===== src/rtl/matrix_result_tx_pkg.sv =====
// Shared baud constants, FSM state type and divisor helper for the
// matrix result UART transmitter.
package matrix_result_tx_pkg;

   localparam logic [1:0] BAUD_4800   = 2'b00;
   localparam logic [1:0] BAUD_9600   = 2'b01;
   localparam logic [1:0] BAUD_19200  = 2'b10;
   localparam logic [1:0] BAUD_115200 = 2'b11;

   localparam int FRAME_BITS = 10;

   typedef enum logic [2:0] {IDLE, HDR, WAIT_WORD, SEND, FINISH} tx_state_t;

   // Clocks per bit, rounded to nearest.
   function automatic int unsigned baud_div(input int unsigned clk_hz, input logic [1:0] sel);
      int unsigned baud;
      case (sel)
         BAUD_4800:  baud = 4800;
         BAUD_9600:  baud = 9600;
         BAUD_19200: baud = 19200;
         default:    baud = 115200;
      endcase
      return (clk_hz + baud / 2) / baud;
   endfunction

endpackage


===== src/rtl/matrix_result_tx_uart_tx_byte.sv =====
// 8N1 byte transmitter: latches the byte and baud code at load, then shifts
// start, 8 data bits LSB first and stop bit. Accepts a new load on the last stop cycle.
module uart_tx_byte
   import matrix_result_tx_pkg::*;
#(
   parameter int unsigned CLK_HZ = 50000000
) (
   input  logic       clk,
   input  logic       rst,
   input  logic [1:0] b_sel,
   input  logic       load,
   input  logic [7:0] data,
   output logic       ready,
   output logic       frame_done,
   output logic       tx
);

   localparam int CNT_W = $clog2(baud_div(CLK_HZ, BAUD_4800) + 1);
   localparam logic [CNT_W-1:0] DIV_4800   = CNT_W'(baud_div(CLK_HZ, BAUD_4800));
   localparam logic [CNT_W-1:0] DIV_9600   = CNT_W'(baud_div(CLK_HZ, BAUD_9600));
   localparam logic [CNT_W-1:0] DIV_19200  = CNT_W'(baud_div(CLK_HZ, BAUD_19200));
   localparam logic [CNT_W-1:0] DIV_115200 = CNT_W'(baud_div(CLK_HZ, BAUD_115200));
   localparam logic [3:0]       LAST_BIT   = 4'(FRAME_BITS - 1);

   logic             r_active;
   logic [CNT_W-1:0] r_div;
   logic [CNT_W-1:0] r_cnt;
   logic [3:0]       r_bit;
   logic [8:0]       r_shift;
   logic             r_tx;
   logic [CNT_W-1:0] w_div;
   logic             w_bit_end;
   logic             w_last;

   always_comb begin
      w_div = DIV_115200;
      case (b_sel)
         BAUD_4800:  w_div = DIV_4800;
         BAUD_9600:  w_div = DIV_9600;
         BAUD_19200: w_div = DIV_19200;
         default:    w_div = DIV_115200;
      endcase
   end

   assign w_bit_end  = r_active && (r_cnt == r_div - CNT_W'(1));
   assign w_last     = w_bit_end && (r_bit == LAST_BIT);
   assign ready      = !r_active || w_last;
   assign frame_done = w_last;
   assign tx         = r_tx;

   always_ff @(posedge clk or negedge rst) begin
      if (!rst) begin
         r_active <= 1'b0;
         r_div    <= '0;
         r_cnt    <= '0;
         r_bit    <= '0;
         r_shift  <= '1;
         r_tx     <= 1'b1;
      end else if (load && ready) begin
         r_active <= 1'b1;
         r_div    <= w_div;
         r_cnt    <= '0;
         r_bit    <= '0;
         r_shift  <= {1'b1, data};
         r_tx     <= 1'b0;
      end else if (w_last) begin
         r_active <= 1'b0;
         r_tx     <= 1'b1;
      end else if (w_bit_end) begin
         r_cnt    <= '0;
         r_bit    <= r_bit + 4'd1;
         r_tx     <= r_shift[0];
         r_shift  <= {1'b1, r_shift[8:1]};
      end else if (r_active) begin
         r_cnt    <= r_cnt + CNT_W'(1);
      end
   end

endmodule


===== src/rtl/matrix_result_tx.sv =====
// Result transmit path: size header byte, then N*N words MSB byte first,
// each byte as an 8N1 frame through uart_tx_byte.
module matrix_result_tx
   import matrix_result_tx_pkg::*;
#(
   parameter int unsigned CLK_HZ     = 50000000,
   parameter int          WORD_BYTES = 3,
   parameter int          SIZE_W     = 4
) (
   input  logic                    clk,
   input  logic                    rst,
   input  logic [1:0]              b_sel,
   input  logic                    start,
   input  logic [SIZE_W-1:0]       size,
   input  logic [WORD_BYTES*8-1:0] in_data,
   input  logic                    in_valid,
   output logic                    in_ready,
   output logic                    tx,
   output logic                    busy,
   output logic                    done
);

   localparam int WORD_W = WORD_BYTES * 8;
   localparam int CNT_W  = 2 * SIZE_W;
   localparam int IDX_W  = (WORD_BYTES > 1) ? $clog2(WORD_BYTES) : 1;
   localparam logic [IDX_W-1:0] TOP_IDX = IDX_W'(WORD_BYTES - 1);

   tx_state_t         r_state;
   logic [CNT_W-1:0]  r_count;
   logic [WORD_W-1:0] r_word;
   logic [IDX_W-1:0]  r_idx;
   logic              r_busy;
   logic              r_done;
   logic              r_in_ready;
   logic              w_load;
   logic              w_ready;
   logic              w_frame_done;
   logic [7:0]        w_byte;
   logic [IDX_W-1:0]  w_next_idx;
   logic [7:0]        w_word_byte [WORD_BYTES];

   genvar gi;
   generate
      for (gi = 0; gi < WORD_BYTES; gi++) begin : g_bytes
         assign w_word_byte[gi] = r_word[8*gi +: 8];
      end
   endgenerate

   assign w_next_idx = r_idx - IDX_W'(1);

   // Loads are issued combinationally so each frame starts on the same edge
   // that accepts start, the word handshake, or the previous stop bit.
   always_comb begin
      w_load = 1'b0;
      w_byte = 8'h00;
      case (r_state)
         IDLE: if (start && w_ready) begin
            w_load = 1'b1;
            w_byte = 8'(size);
         end
         WAIT_WORD: if (in_valid && r_in_ready) begin
            w_load = 1'b1;
            w_byte = in_data[WORD_W-1 -: 8];
         end
         SEND: if (w_frame_done && (r_idx != '0)) begin
            w_load = 1'b1;
            w_byte = w_word_byte[w_next_idx];
         end
         default: ;
      endcase
   end

   always_ff @(posedge clk or negedge rst) begin
      if (!rst) begin
         r_state    <= IDLE;
         r_count    <= '0;
         r_word     <= '0;
         r_idx      <= '0;
         r_busy     <= 1'b0;
         r_done     <= 1'b0;
         r_in_ready <= 1'b0;
      end else begin
         r_done <= 1'b0;
         case (r_state)
            IDLE: if (start && w_ready) begin
               r_count <= CNT_W'(size) * CNT_W'(size);
               r_busy  <= 1'b1;
               r_state <= HDR;
            end
            HDR: if (w_frame_done) begin
               if (r_count == '0) begin
                  r_done  <= 1'b1;
                  r_state <= FINISH;
               end else begin
                  r_in_ready <= 1'b1;
                  r_state    <= WAIT_WORD;
               end
            end
            WAIT_WORD: if (in_valid && r_in_ready) begin
               r_word     <= in_data;
               r_idx      <= TOP_IDX;
               r_in_ready <= 1'b0;
               r_state    <= SEND;
            end
            SEND: if (w_frame_done) begin
               if (r_idx != '0) begin
                  r_idx <= w_next_idx;
               end else begin
                  r_count <= r_count - CNT_W'(1);
                  if (r_count == CNT_W'(1)) begin
                     r_done  <= 1'b1;
                     r_state <= FINISH;
                  end else begin
                     r_in_ready <= 1'b1;
                     r_state    <= WAIT_WORD;
                  end
               end
            end
            FINISH: begin
               r_busy  <= 1'b0;
               r_state <= IDLE;
            end
            default: r_state <= IDLE;
         endcase
      end
   end

   uart_tx_byte #(
      .CLK_HZ(CLK_HZ)
   ) u_tx (
      .clk       (clk),
      .rst       (rst),
      .b_sel     (b_sel),
      .load      (w_load),
      .data      (w_byte),
      .ready     (w_ready),
      .frame_done(w_frame_done),
      .tx        (tx)
   );

   assign busy     = r_busy;
   assign done     = r_done;
   assign in_ready = r_in_ready;

endmodule


===== config.mk =====
export PLATFORM = sky130hd
export DESIGN_NAME = matrix_result_tx
export DESIGN_NICKNAME = d
export VERILOG_FILES = /design/src/rtl/matrix_result_tx_pkg.sv /design/src/rtl/matrix_result_tx_uart_tx_byte.sv /design/src/rtl/matrix_result_tx.sv
export SDC_FILE = /design/constraint.sdc
export NUM_CORES = 1
export LEC_CHECK = 0
export CORE_ASPECT_RATIO = 2
export CORE_MARGIN = 5
export CORE_UTILIZATION = 30
export CTS_BUF_LIST = sky130_fd_sc_hd__clkbuf_4 sky130_fd_sc_hd__clkbuf_8 sky130_fd_sc_hd__clkbuf_16
export DETAILED_ROUTE_END_ITERATION = 6
export PLACE_DENSITY = 0.53
export SLEW_MARGIN = 20
export SYNTH_ARGS = -nofsm -noshare
export SYNTH_HDL_FRONTEND = slang
export SYNTH_SLANG_ARGS = --single-unit

===== constraint.sdc =====
create_clock -name clk -period 9.1 [get_ports clk]
set_input_delay 1.365 -clock clk [delete_from_list [all_inputs] [get_ports clk]]
set_output_delay 1.365 -clock clk [all_outputs]
set_load 0.005 [all_outputs]

==> results.md, run 1 <==
- Hpwl dp: 9320 um
- Top cells by area, synth: dfrtp_1 (35%), mux2_2 (7.5%), dfstp_2 (4.9%)
- Clock Latency Late Sink: 0.34 ns
- Max Cap Violations: 0
- Antenna violations before repair: 0
- CTS buffer count: 9
- Total Routing Usage GR: 0.137
- Fillers: 1633
- Hold buffers post-CTS: 0
- CTS tree: done
- Remaining antenna violation count: 0
- Cell family with most CP delay: simple AND/OR/NAND/NOR gates
- Class of the worst hold path: reg2reg
- Die area: 18800 um2
- # port buffers: 37
- Drt drc: 0
- Dominant cell type by area after synthesis: dfrtp_1
- Fin nets: 574
- Core area: 15800 um2
- Die X: 99.5 um
- Root Buffer: clkbuf_16
- Longest Clk Path Bufs: 2
- Vias per cell: 5.33
- Post-route clock period utilization: 0.407
- VDD IR max: 69.9 uV
- Ports: 38
- CP max stage delay: 0.68 ns
- Final setup viols: 0
- Routed WL per cell: 17.0 um
- CP Capture Type: flip-flop
- Syn Inst Count: 497
- Register bit count reported by yosys: 77
- Layout Area Growth over Synthesis: 17.7%
- CP Launch Type: flip-flop
- Depth of the CTS H-tree: 3
- Peak Freq: 270 MHz
- Detailed Route Iter0 Violations: 143
- Crit path max-delay cell type: or4_4
- Layout cells sized above 1: 0.155
- Status: finished clean
- Post-CTS setup buffer count: 0
- Final hold violation count: 0
- Die Y: 189 um
- Antenna cells: 0
- Asr flop ratio synth: 1.00
- P_leak: 2.50 nW
- Slew Viols, Final: 0
- Worst-path maximum fanout: 14
- Drt total wl: 12400 um
- Fin Setup TNS: 0 ns
- Count of cell types in the netlist: 66
- Slew HR: 0.289
- Vias: 3883
- Post-synthesis sequential area ratio: 0.403
- Arrival time worst endpoint: 3.92 ns
- Initial core utilization: 0.305
- R2R Setup Slk: 5.39 ns
- Reg clk slew, reported paths: 0.06 ns
- Clk sink count: 77
- Synth Cell Area: 4810 um2
- PD cells: 133 nW/um2
- Synthesis Warnings: 0
- TritonRoute pass-1 iters: 6
- Grt total ovfl: 0
- Top_reg_cell synth: dfrtp_1
- Routability cong.: 0.922
- Number of flops mapped to enable cells by yosys: 0
- Required time of the critical path: 9.32 ns
- Placement Rows: 65
- Mean Syn Cell Area: 9.67 um2
- Yosys top cell area share: 0.354
- First-pass GRT wire length: 20800 um
- RSZ-0062 raised after global routing: false
- Max Clock Skew: 0.00902 ns
- Worst-Margin Slew: 1.06 ns
- Crit Path Class: reg2reg
- Post-cts sizing count: 0
- Syn_nets: 548
- Pre-CTS setup slack: 5.30 ns
- Final core utilization: 0.359
- Min cycle time layout: 3.71 ns
- Crit-path cells: nor4_2 -> nand2_1 -> o311ai_1 -> o211ai_1 -> or4_4 -> a2bb2oi_2 -> mux2_2
- Vias in the first global route: 4202
- Worst Setup Slack, final: 5.39 ns
- Largest net degree at the start of global routing: 78
- Buf+Inv Stages, Crit Path: 0
-- Yosys cell counts, types with 9 or more instances --
cell,n
ha_1,16
xnor2_1,12
nand2_1,24
nor2_1,43
and3_1,9
a21oi_1,33
nor3_1,13
nand2b_1,13
a31oi_1,10
dfrtp_1,68
mux2_2,32
inv_1,26
nand3_1,12
o21ai_0,29
o211ai_1,9
dfstp_2,9
mux2i_1,14
clkbuf_1,19
-- where the power goes --
| group | switching (mW) | internal [mW] | total, mW |
|---|---|---|---|
| Combinational | 0.0197 | 0.0192 | 0.0389 |
| Clock | 0.155 | 0.217 | 0.372 |
| Sequential | 0 | 0.342 | 0.342 |
-- worst paths after layout --
| kind | startpoint | endpoint | cells after the start |
|---|---|---|---|
| max in group asynchronous | rst | u_tx.r_div[8] | 1 |
| min in group asynchronous | rst | u_tx.r_cnt[6] | 1 |
| worst max-delay path | u_tx.r_div[9] | u_tx.r_div[8] | 7 |
| worst max register to register | u_tx.r_div[9] | u_tx.r_div[8] | 7 |
| worst min register to register | busy | busy | 2 |
| worst min-delay path | busy | busy | 2 |
-- kinds of logic after synthesis --
group / Yosys count / synth area share
buf+inv: 52 / 0.0450
compound gates: 123 / 0.169
fa+ha+maj: 17 / 0.0458
simple gates: 153 / 0.171
flops: 77 / 0.403
xor+xnor: 19 / 0.0346
mux: 56 / 0.131
-- registers in the layout, summed over array words and instances (netlist names) --
signal and flops:
r_count 8, u_tx.r_active 1, busy 1, u_tx.r_cnt 14
r_word 24, u_tx.r_div 9, u_tx.r_bit 4, in_ready 1
r_state 3, r_idx 2, done 1, u_tx.r_shift 8
u_tx.tx 1
-- cell type report --
type,count,area [um2],area share
Multi-Input combinational cell,368,2660,0.471
Clock buffer,9,225,0.0398
Timing Repair Buffer,40,394,0.0697
Inverter,27,101,0.0179
Sequential cell,77,1940,0.343
Tap cell,201,251,0.0445
Clock inverter,7,82.6,0.0146
-- metal layers --
| layer | up-vias | global-route usage | share of wire |
|---|---|---|---|
| li1 | 1849 | - | - |
| met1 | 1905 | 0.142 | 0.37 |
| met2 | 94 | 0.255 | 0.55 |
| met3 | 35 | 0.0247 | 0.031 |
| met4 | 0 | 0.0768 | 0.044 |
| met5 | - | 0 | 0 |
-- through the flow --
step | instances | instance area, um2 | hold WS (ns) | power (mW)
finish | 729 | 5660 | 0.469 | 0.753
global placement | 713 | 5350 | 0.459 | 0.388
global route | 729 | 5660 | 0.499 | 0.778
CTS | 729 | 5650 | 0.477 | 0.765
detailed placement | 713 | 5350 | 0.463 | 0.388
floorplan | 497 | 4810 | 0.459 | 0.361
-- cells in the final DEF (no fill, tap or decap), types with 7 or more instances in the layout --
cell type and count:
nand3_1 12, mux2i_1 14, a31oi_1 10, xor2_1 7
dfrtp_1 68, mux2_2 32, o211ai_1 9, nor2_1 43
a21oi_1 33, nand2b_1 13, clkbuf_16 9, dfstp_2 9
nor3_1 13, clkdlybuf4s50_1 36, and3_1 9, inv_1 26
ha_1 16, nand2_1 24, o21ai_0 29, xnor2_1 12
-- tightest hold or removal path, stage by stage, from the launching register on --
cell     delay, ns
dfrtp_1       0.35
nand2_1       0.05
nand2_1       0.04
(Power assumes the default switching activity.)
==> inputs of run 2 (changes only) <==
==> constraint.sdc (replaced) <==
create_clock -name clk -period 3.7 [get_ports clk]
set_input_delay 0.555 -clock clk [delete_from_list [all_inputs] [get_ports clk]]
set_output_delay 0.555 -clock clk [all_outputs]
set_load 0.005 [all_outputs]
==> results.md, run 2 (synthesis gave the netlist of run 1 again) <==
- Drt total wl: 12400 um (about the same)
- Class of the worst hold path: in2async (was reg2reg)
- Worst-path maximum fanout: 14 (unchanged)
- P_leak: 2.58 nW (was 2.50 nW)
- Placement Rows: 65 (unchanged)
- Commonest non-fill, non-tap cell in the layout: dfrtp_1 (unchanged)
- Fillers: 1638 (was 1633)
- Depth of the CTS H-tree: 3 (unchanged)
- Crit Path Class: reg2reg (unchanged)
- Grt total ovfl: 0 (unchanged)
- Die X: 99.5 um (unchanged)
- Final hold violation count: 0 (unchanged)
- Reg area: 1940 um2 (unchanged)
- Hpwl dp: 9520 um (was 9320 um)
- RSZ-0062 raised after global routing: false (unchanged)
- Hold buffers post-CTS: 0 (unchanged)
- Multi-input gate area: 2660 um2 (unchanged)
- Total Routing Usage GR: 0.134 (was 0.137)
- Flop pwr share: 0.462 (was 0.454)
- Fin Setup TNS: 0 ns (unchanged)
- Post-route clock period utilization: 0.919 (was 0.407)
- First-pass GRT wire length: 20100 um (was 20800 um)
- Worst-Margin Slew: 0.738 ns (was 1.06 ns)
- PD cells: 317 nW/um2 (was 133 nW/um2)
- Post-cts sizing count: 0 (unchanged)
- CP Capture Type: flip-flop (unchanged)
- Min cycle time layout: 3.40 ns (was 3.71 ns)
- Initial core utilization: 0.305 (unchanged)
- Remaining antenna violation count: 0 (unchanged)
- Crit-path cells: or3_1 -> nand2b_1 -> a2111oi_2 -> nand3_1 -> or4_4 -> a2bb2oi_2 -> buf_4 -> mux2_2 (was nor4_2 -> nand2_1 -> o311ai_1 -> o211ai_1 -> or4_4 -> a2bb2oi_2 -> mux2_2)
- Switching power: 0.410 mW (was 0.175 mW)
- Clock share of power: 0.486 (was 0.494)
- Ports: 38 (unchanged)
- Max Clock Skew: 0.00630 ns (was 0.00902 ns)
- Final setup viols: 0 (unchanged)
- P_int: 1.41 mW (was 0.578 mW)
- TritonRoute pass-1 iters: 4 (was 6)
- Layout Area Growth over Synthesis: 19.7% (was 17.7%)
- Antenna cells: 0 (unchanged)
- Vias in the first global route: 3989 (was 4202)
- Comb pwr share: 0.052 (about the same)
- Required time of the critical path: 3.92 ns (was 9.32 ns)
- # port buffers: 37 (unchanged)
- Reg clk slew, reported paths: 0.06 ns (about the same)
- Fin nets: 588 (was 574)
- VDD IR max: 229 uV (was 69.9 uV)
- Max Cap Violations: 0 (unchanged)
- Routed WL per cell: 16.7 um (was 17.0 um)
- Clock Latency Late Sink: 0.34 ns (about the same)
- Vias: 3899 (was 3883)
- Slew HR: 0.505 (was 0.289)
- Worst Setup Slack, final: 0.300 ns (was 5.39 ns)
- Detailed Route Iter0 Violations: 178 (was 143)
- Core area: 15800 um2 (unchanged)
- CP Launch Type: flip-flop (unchanged)
- Vias per cell: 5.25 (was 5.33)
- Most frequent cells in the layout: dfrtp_1 (68), nor2_1 (43), clkdlybuf4s50_1 (36), a21oi_1 (33), mux2_2 (32) (unchanged)
- Arrival time worst endpoint: 3.62 ns (was 3.92 ns)
- Pre-CTS setup slack: 0.302 ns (was 5.30 ns)
- Routability cong.: 0.882 (was 0.922)
- Largest net degree at the start of global routing: 78 (unchanged)
- Longest Clk Path Bufs: 2 (unchanged)
- Post-CTS setup buffer count: 0 (unchanged)
- Status: finished clean (unchanged)
- Max reg flops: 24 (unchanged)
- CTS tree: done (unchanged)
- CP max stage delay: 0.71 ns (was 0.68 ns)
- Antenna violations before repair: 0 (unchanged)
- CTS buffer count: 9 (unchanged)
- Clk sink count: 77 (unchanged)
- Switch share: 0.224 (was 0.232)
- Drt drc: 0 (unchanged)
- Die Y: 189 um (unchanged)
- Peak Freq: 294 MHz (was 270 MHz)
- Layout cells sized above 1: 0.177 (was 0.155)
- Top reg by flops: r_word (unchanged)
- Crit path max-delay cell type: or4_4 (unchanged)
- Die area: 18800 um2 (unchanged)
- Root Buffer: clkbuf_16 (unchanged)
- Largest registers: r_word (24), u_tx.r_cnt (14), u_tx.r_div (9) (unchanged)
- Slew Viols, Final: 0 (unchanged)
-- run 2: cell count changes in the layout (fill, tap and decap cells not counted) --
cell | before | now
clkinv_2 | 0 | 2
clkinv_4 | 1 | 3
clkinvlp_4 | 2 | 0
inv_8 | 1 | 0
buf_4 | 3 | 17
inv_6 | 2 | 1
-- run 2: cell type report --
cell class / count / share of cell area
inverter: 27 / 0.0176
multi-input combinational: 368 / 0.463
clock buffer: 9 / 0.0391
sequential: 77 / 0.337
clock inverter: 7 / 0.0130
timing repair buffer: 54 / 0.0868
tap: 201 / 0.0437
-- run 2: routing by layer --
| layer | GRT usage | up-vias | share of wire |
|---|---|---|---|
| met4 | 0.0652 | 0 | 0.041 |
| li1 | - | 1878 | - |
| met1 | 0.140 | 1923 | 0.38 |
| met5 | 0 | - | 0 |
| met3 | 0.0251 | 30 | 0.025 |
| met2 | 0.250 | 68 | 0.56 |
-- run 2: power by group through the flow --
stage / registers (mW) / logic [mW] / clock network, mW
final: 0.842 / 0.0947 / 0.887
after global placement: 0.858 / 0.0954 / 0
after floorplan: 0.858 / 0.0298 / 0
after global routing: 0.842 / 0.108 / 0.949
after detailed placement: 0.858 / 0.0973 / 0
after CTS: 0.842 / 0.0977 / 0.914
-- run 2: stage by stage --
| stage | instances | hold WS (ns) | util | total power, mW | instance area [um2] |
|---|---|---|---|---|---|
| 4_1_cts | 743 | 0.431 | 0.364 | 1.85 | 5750 |
| 6_report | 743 | 0.238 | 0.365 | 1.82 | 5750 |
| 2_1_floorplan | 497 | 0.259 | - | 0.888 | 4810 |
| 3_5_place_dp | 727 | 0.458 | 0.345 | 0.955 | 5450 |
| 3_3_place_gp | 727 | 0.457 | 0.345 | 0.953 | 5450 |
| 5_1_grt | 743 | 0.301 | 0.365 | 1.90 | 5750 |
-- run 2: worst max-delay path: cells and delay by family, from the launching register on --
kind            cells  cell delay, ns
flops               1            0.49
simple gates        4            1.58
buf+inv             1            0.18
compound gates      2            0.70
mux                 1            0.34
-- run 2: path summary, 6_finish.rpt --
kind                                    start       endpoint  slack, ns  depth (start not counted)
worst min-delay path                      rst       in_ready       0.24                          1
min in group clk                         busy           busy       0.46                          2
worst min register to register           busy           busy       0.46                          2
worst max-delay path            u_tx.r_div[9]  u_tx.r_div[8]       0.30                          8
max in group asynchronous                 rst  u_tx.r_div[3]       2.95                          1
worst max register to register  u_tx.r_div[9]  u_tx.r_div[8]       0.30                          8
==> inputs of run 3 (changes only) <==
--- a/config.mk
+++ b/config.mk
@@ -7,11 +7,12 @@
 export LEC_CHECK = 0
 export CORE_ASPECT_RATIO = 2
 export CORE_MARGIN = 5
-export CORE_UTILIZATION = 30
+export CORE_UTILIZATION = 35
 export CTS_BUF_LIST = sky130_fd_sc_hd__clkbuf_4 sky130_fd_sc_hd__clkbuf_8 sky130_fd_sc_hd__clkbuf_16
 export DETAILED_ROUTE_END_ITERATION = 6
-export PLACE_DENSITY = 0.53
+export PLACE_DENSITY = 0.59
 export SLEW_MARGIN = 20
 export SYNTH_ARGS = -nofsm -noshare
 export SYNTH_HDL_FRONTEND = slang
+export SYNTH_HIERARCHICAL = 1
 export SYNTH_SLANG_ARGS = --single-unit
==> results.md, run 3 <==
- Ports: 38 (unchanged)
- PD cells: 391 nW/um2 (was 317 nW/um2)
- Drt total wl: 12600 um (was 12400 um)
- Cell family with most CP delay: simple AND/OR/NAND/NOR gates (unchanged)
- Top reg by flops: r_word (unchanged)
- Detailed Route Iter0 Violations: 191 (was 178)
- Max Clock Skew: 0.0105 ns (was 0.00630 ns)
- Reg clk slew, reported paths: 0.06 ns (about the same)
- CTS tree: done (unchanged)
- Asr flop ratio synth: 1.00 (unchanged)
- Most frequent cells in the layout: nand2_1 (93), dfrtp_1 (67), clkdlybuf4s50_1 (36), nor2_1 (27) (was dfrtp_1 (68), nor2_1 (43), clkdlybuf4s50_1 (36), a21oi_1 (33), mux2_2 (32))
- VDD IR max: 205 uV (was 229 uV)
- Hpwl dp: 9770 um (was 9520 um)
- Die area: 16300 um2 (was 18800 um2)
- P_leak: 2.64 nW (was 2.58 nW)
- Fillers: 1292 (was 1638)
- Most common cell in the netlist: nand2_1 (was dfrtp_1)
- Max reg flops: 24 (unchanged)
- Worst-Margin Slew: 0.749 ns (was 0.738 ns)
- Worst Setup Slack, final: 0.254 ns (was 0.300 ns)
- Peak Freq: 290 MHz (was 294 MHz)
- Die X: 92.8 um (was 99.5 um)
- Fin nets: 617 (was 588)
- Root Buffer: clkbuf_16 (unchanged)
- Synth Cell Area: 4800 um2 (was 4810 um2)
- Switching power: 0.608 mW (was 0.410 mW)
- Flop pwr share: 0.433 (was 0.462)
- Clock share of power: 0.402 (was 0.486)
- Post-synthesis compound-gate area fraction: 0.193 (was 0.169)
- Mean Syn Cell Area: 9.30 um2 (was 9.67 um2)
- Synthesis Warnings: 6 (was 0)
- CP Launch Type: flip-flop (unchanged)
- Fin Setup TNS: 0 ns (unchanged)
- Number of flops mapped to enable cells by yosys: 0 (unchanged)
- Vias: 4041 (was 3899)
- Comb pwr share: 0.165 (was 0.052)
- Total Routing Usage GR: 0.165 (was 0.134)
- Initial core utilization: 0.357 (was 0.305)
- Hold buffers post-CTS: 0 (unchanged)
- Final core utilization: 0.428 (was 0.365)
- Count of cell types in the netlist: 71 (was 66)
- Post-synthesis sequential area ratio: 0.404 (was 0.403)
- CP max stage delay: 0.56 ns (was 0.71 ns)
- Top_reg_cell synth: dfrtp_1 (unchanged)
- Routed WL per cell: 17.4 um (was 16.7 um)
- Drt drc: 0 (unchanged)
- Slew HR: 0.498 (was 0.505)
- Arrival time worst endpoint: 3.66 ns (was 3.62 ns)
- Synth cell count leaders: nand2_1 (93), dfrtp_1 (68), nor2_1 (28) (was dfrtp_1 (68), nor2_1 (43), a21oi_1 (33))
- Pre-CTS setup slack: 0.104 ns (was 0.302 ns)
- Antenna violations before repair: 0 (unchanged)
- CTS buffer count: 9 (unchanged)
- Syn Inst Count: 516 (was 497)
- Remaining antenna violation count: 0 (unchanged)
- Crit path max-delay cell type: or4_4 (unchanged)
- Class of the worst hold path: in2async (unchanged)
- Crit Path Class: reg2reg (unchanged)
- Longest Clk Path Bufs: 2 (unchanged)
- Clk sink count: 77 (unchanged)
- Worst-path maximum fanout: 9 (was 14)
- Register bit count reported by yosys: 77 (unchanged)
- Slew Viols, Final: 0 (unchanged)
- Routability cong.: 0.868 (was 0.882)
- Placement Rows: 60 (was 65)
- Status: finished clean (unchanged)
- Layout Area Growth over Synthesis: 19.8% (was 19.7%)
- Final hold violation count: 0 (unchanged)
- Largest net degree at the start of global routing: 78 (unchanged)
- Switch share: 0.270 (was 0.224)
- P_int: 1.64 mW (was 1.41 mW)
- Post-synthesis mux area share: 0.0472 (was 0.131)
- Layout cells sized above 1: 0.173 (was 0.177)
- XOR/XNOR Fraction of Synth Area: 0.0256 (was 0.0346)
- Largest registers: r_word (24), u_tx/r_cnt (14), u_tx/r_div (9) (was r_word (24), u_tx.r_cnt (14), u_tx.r_div (9))
- Commonest non-fill, non-tap cell in the layout: nand2_1 (was dfrtp_1)
- Core area: 13400 um2 (was 15800 um2)
- Depth of the CTS H-tree: 3 (unchanged)
- Grt total ovfl: 0 (unchanged)
- Vias in the first global route: 4234 (was 3989)
- Adder-cell share of the synthesized area: 0.0417 (was 0.0458)
- Dominant cell type by area after synthesis: dfrtp_1 (unchanged)
- Final setup viols: 0 (unchanged)
- Clock Latency Late Sink: 0.34 ns (about the same)
- TritonRoute pass-1 iters: 4 (unchanged)
- CP most frequent cell: nand2_1
- Vias per cell: 5.56 (was 5.25)
- Max Cap Violations: 0 (unchanged)
- Largest family of logic cells by synthesized area: simple AND/OR/NAND/NOR gates (unchanged)
- Required time of the critical path: 3.92 ns (about the same)
- Min cycle time layout: 3.45 ns (was 3.40 ns)
- Top cells by area, synth: dfrtp_1 (35%), nand2_1 (7.3%), dfstp_2 (4.9%) (was dfrtp_1 (35%), mux2_2 (7.5%), dfstp_2 (4.9%))
- CP Capture Type: flip-flop (unchanged)
- Crit-path cells: or4_4 -> o31ai_1 -> xnor2_1 -> o211a_1 -> nand4_2 -> nand2_1 -> nand2_1 -> nor4_4 -> nand3b_1 -> inv_1 -> a21oi_4 -> buf_12 -> mux2_2 (was or3_1 -> nand2b_1 -> a2111oi_2 -> nand3_1 -> or4_4 -> a2bb2oi_2 -> buf_4 -> mux2_2)
- Antenna cells: 0 (unchanged)
- Yosys top cell area share: 0.355 (was 0.354)
- First-pass GRT wire length: 21200 um (was 20100 um)
- Buf+Inv Stages, Crit Path: 2 (was 1)
- Post-route clock period utilization: 0.931 (was 0.919)
- Syn_nets: 566 (was 548)
- # port buffers: 37 (unchanged)
- Die Y: 176 um (was 189 um)
- Synth Area in Simple Gates: 0.246 (was 0.171)
run 3: path summary, 6_finish.rpt:
kind / slack (ns) / startpoint / end / cells after the start
min reg2reg: 0.47 / r_word[23] / r_word[23] / 2
min: 0.23 / rst / u_tx/r_cnt[3] / 1
max reg2reg: 0.25 / u_tx/r_div[8] / u_tx/r_div[9] / 13
max in group asynchronous: 2.92 / rst / u_tx/r_div[8] / 1
min in group clk: 0.47 / r_word[23] / r_word[23] / 2
max: 0.25 / u_tx/r_div[8] / u_tx/r_div[9] / 13
run 3: layer usage:
layer | vias up | global-route usage | share of wire
met5 | - | 0 | 0
met4 | 0 | 0.0972 | 0.048
met3 | 34 | 0.0244 | 0.026
met2 | 81 | 0.307 | 0.57
met1 | 1965 | 0.169 | 0.36
li1 | 1961 | - | -
run 3: kinds of logic after synthesis:
kind of cell / count (synthesis)
simple gates: 227
compound gates: 118
flops: 77
buf+inv: 43
mux: 21
fa+ha+maj: 16
xor+xnor: 14
run 3: cell type report:
type                       count  area [um2]  area share
multi-input combinational    396        2660       0.462
tap                          155         194      0.0337
clock inverter                 4        47.5     0.00827
timing repair buffer          62         572      0.0995
sequential                    77        1940       0.337
clock buffer                  12         260      0.0453
inverter                      21        78.8      0.0137
run 3: what timing repair did:
item,4_1_cts,5_1_grt
resized for setup,0,2
setup buffers,0,5
setup endpoints to repair,0,34
run 3: per-stage QoR:
| step | instance area [um2] | total power [mW] | hold WS [ns] | instances |
|---|---|---|---|---|
| 2_1_floorplan | 4800 | 1.20 | 0.259 | 516 |
| 3_3_place_gp | 5380 | 1.34 | 0.458 | 706 |
| 3_5_place_dp | 5380 | 1.35 | 0.462 | 706 |
| 4_1_cts | 5690 | 2.27 | 0.417 | 722 |
| 5_1_grt | 5750 | 2.35 | 0.299 | 727 |
| 6_report | 5750 | 2.25 | 0.228 | 727 |
run 3: power groups by stage:
stage          Clock, mW  Combinational, mW  Sequential [mW]
2_1_floorplan          0              0.238            0.960
3_3_place_gp           0              0.353            0.985
3_5_place_dp           0              0.361            0.989
4_1_cts            0.929              0.363            0.974
5_1_grt            0.958              0.404            0.985
6_report           0.904              0.370            0.975
run 3: worst reg2reg max path: stages (launching register included):
cell	delay, ns
dfrtp_2	0.46
or4_4	0.56
o31ai_1	0.38
xnor2_1	0.28
o211a_1	0.28
nand4_2	0.13
nand2_1	0.09
nand2_1	0.10
nor4_4	0.16
nand3b_1	0.16
inv_1	0.11
a21oi_4	0.15
buf_12	0.14
mux2_2	0.33
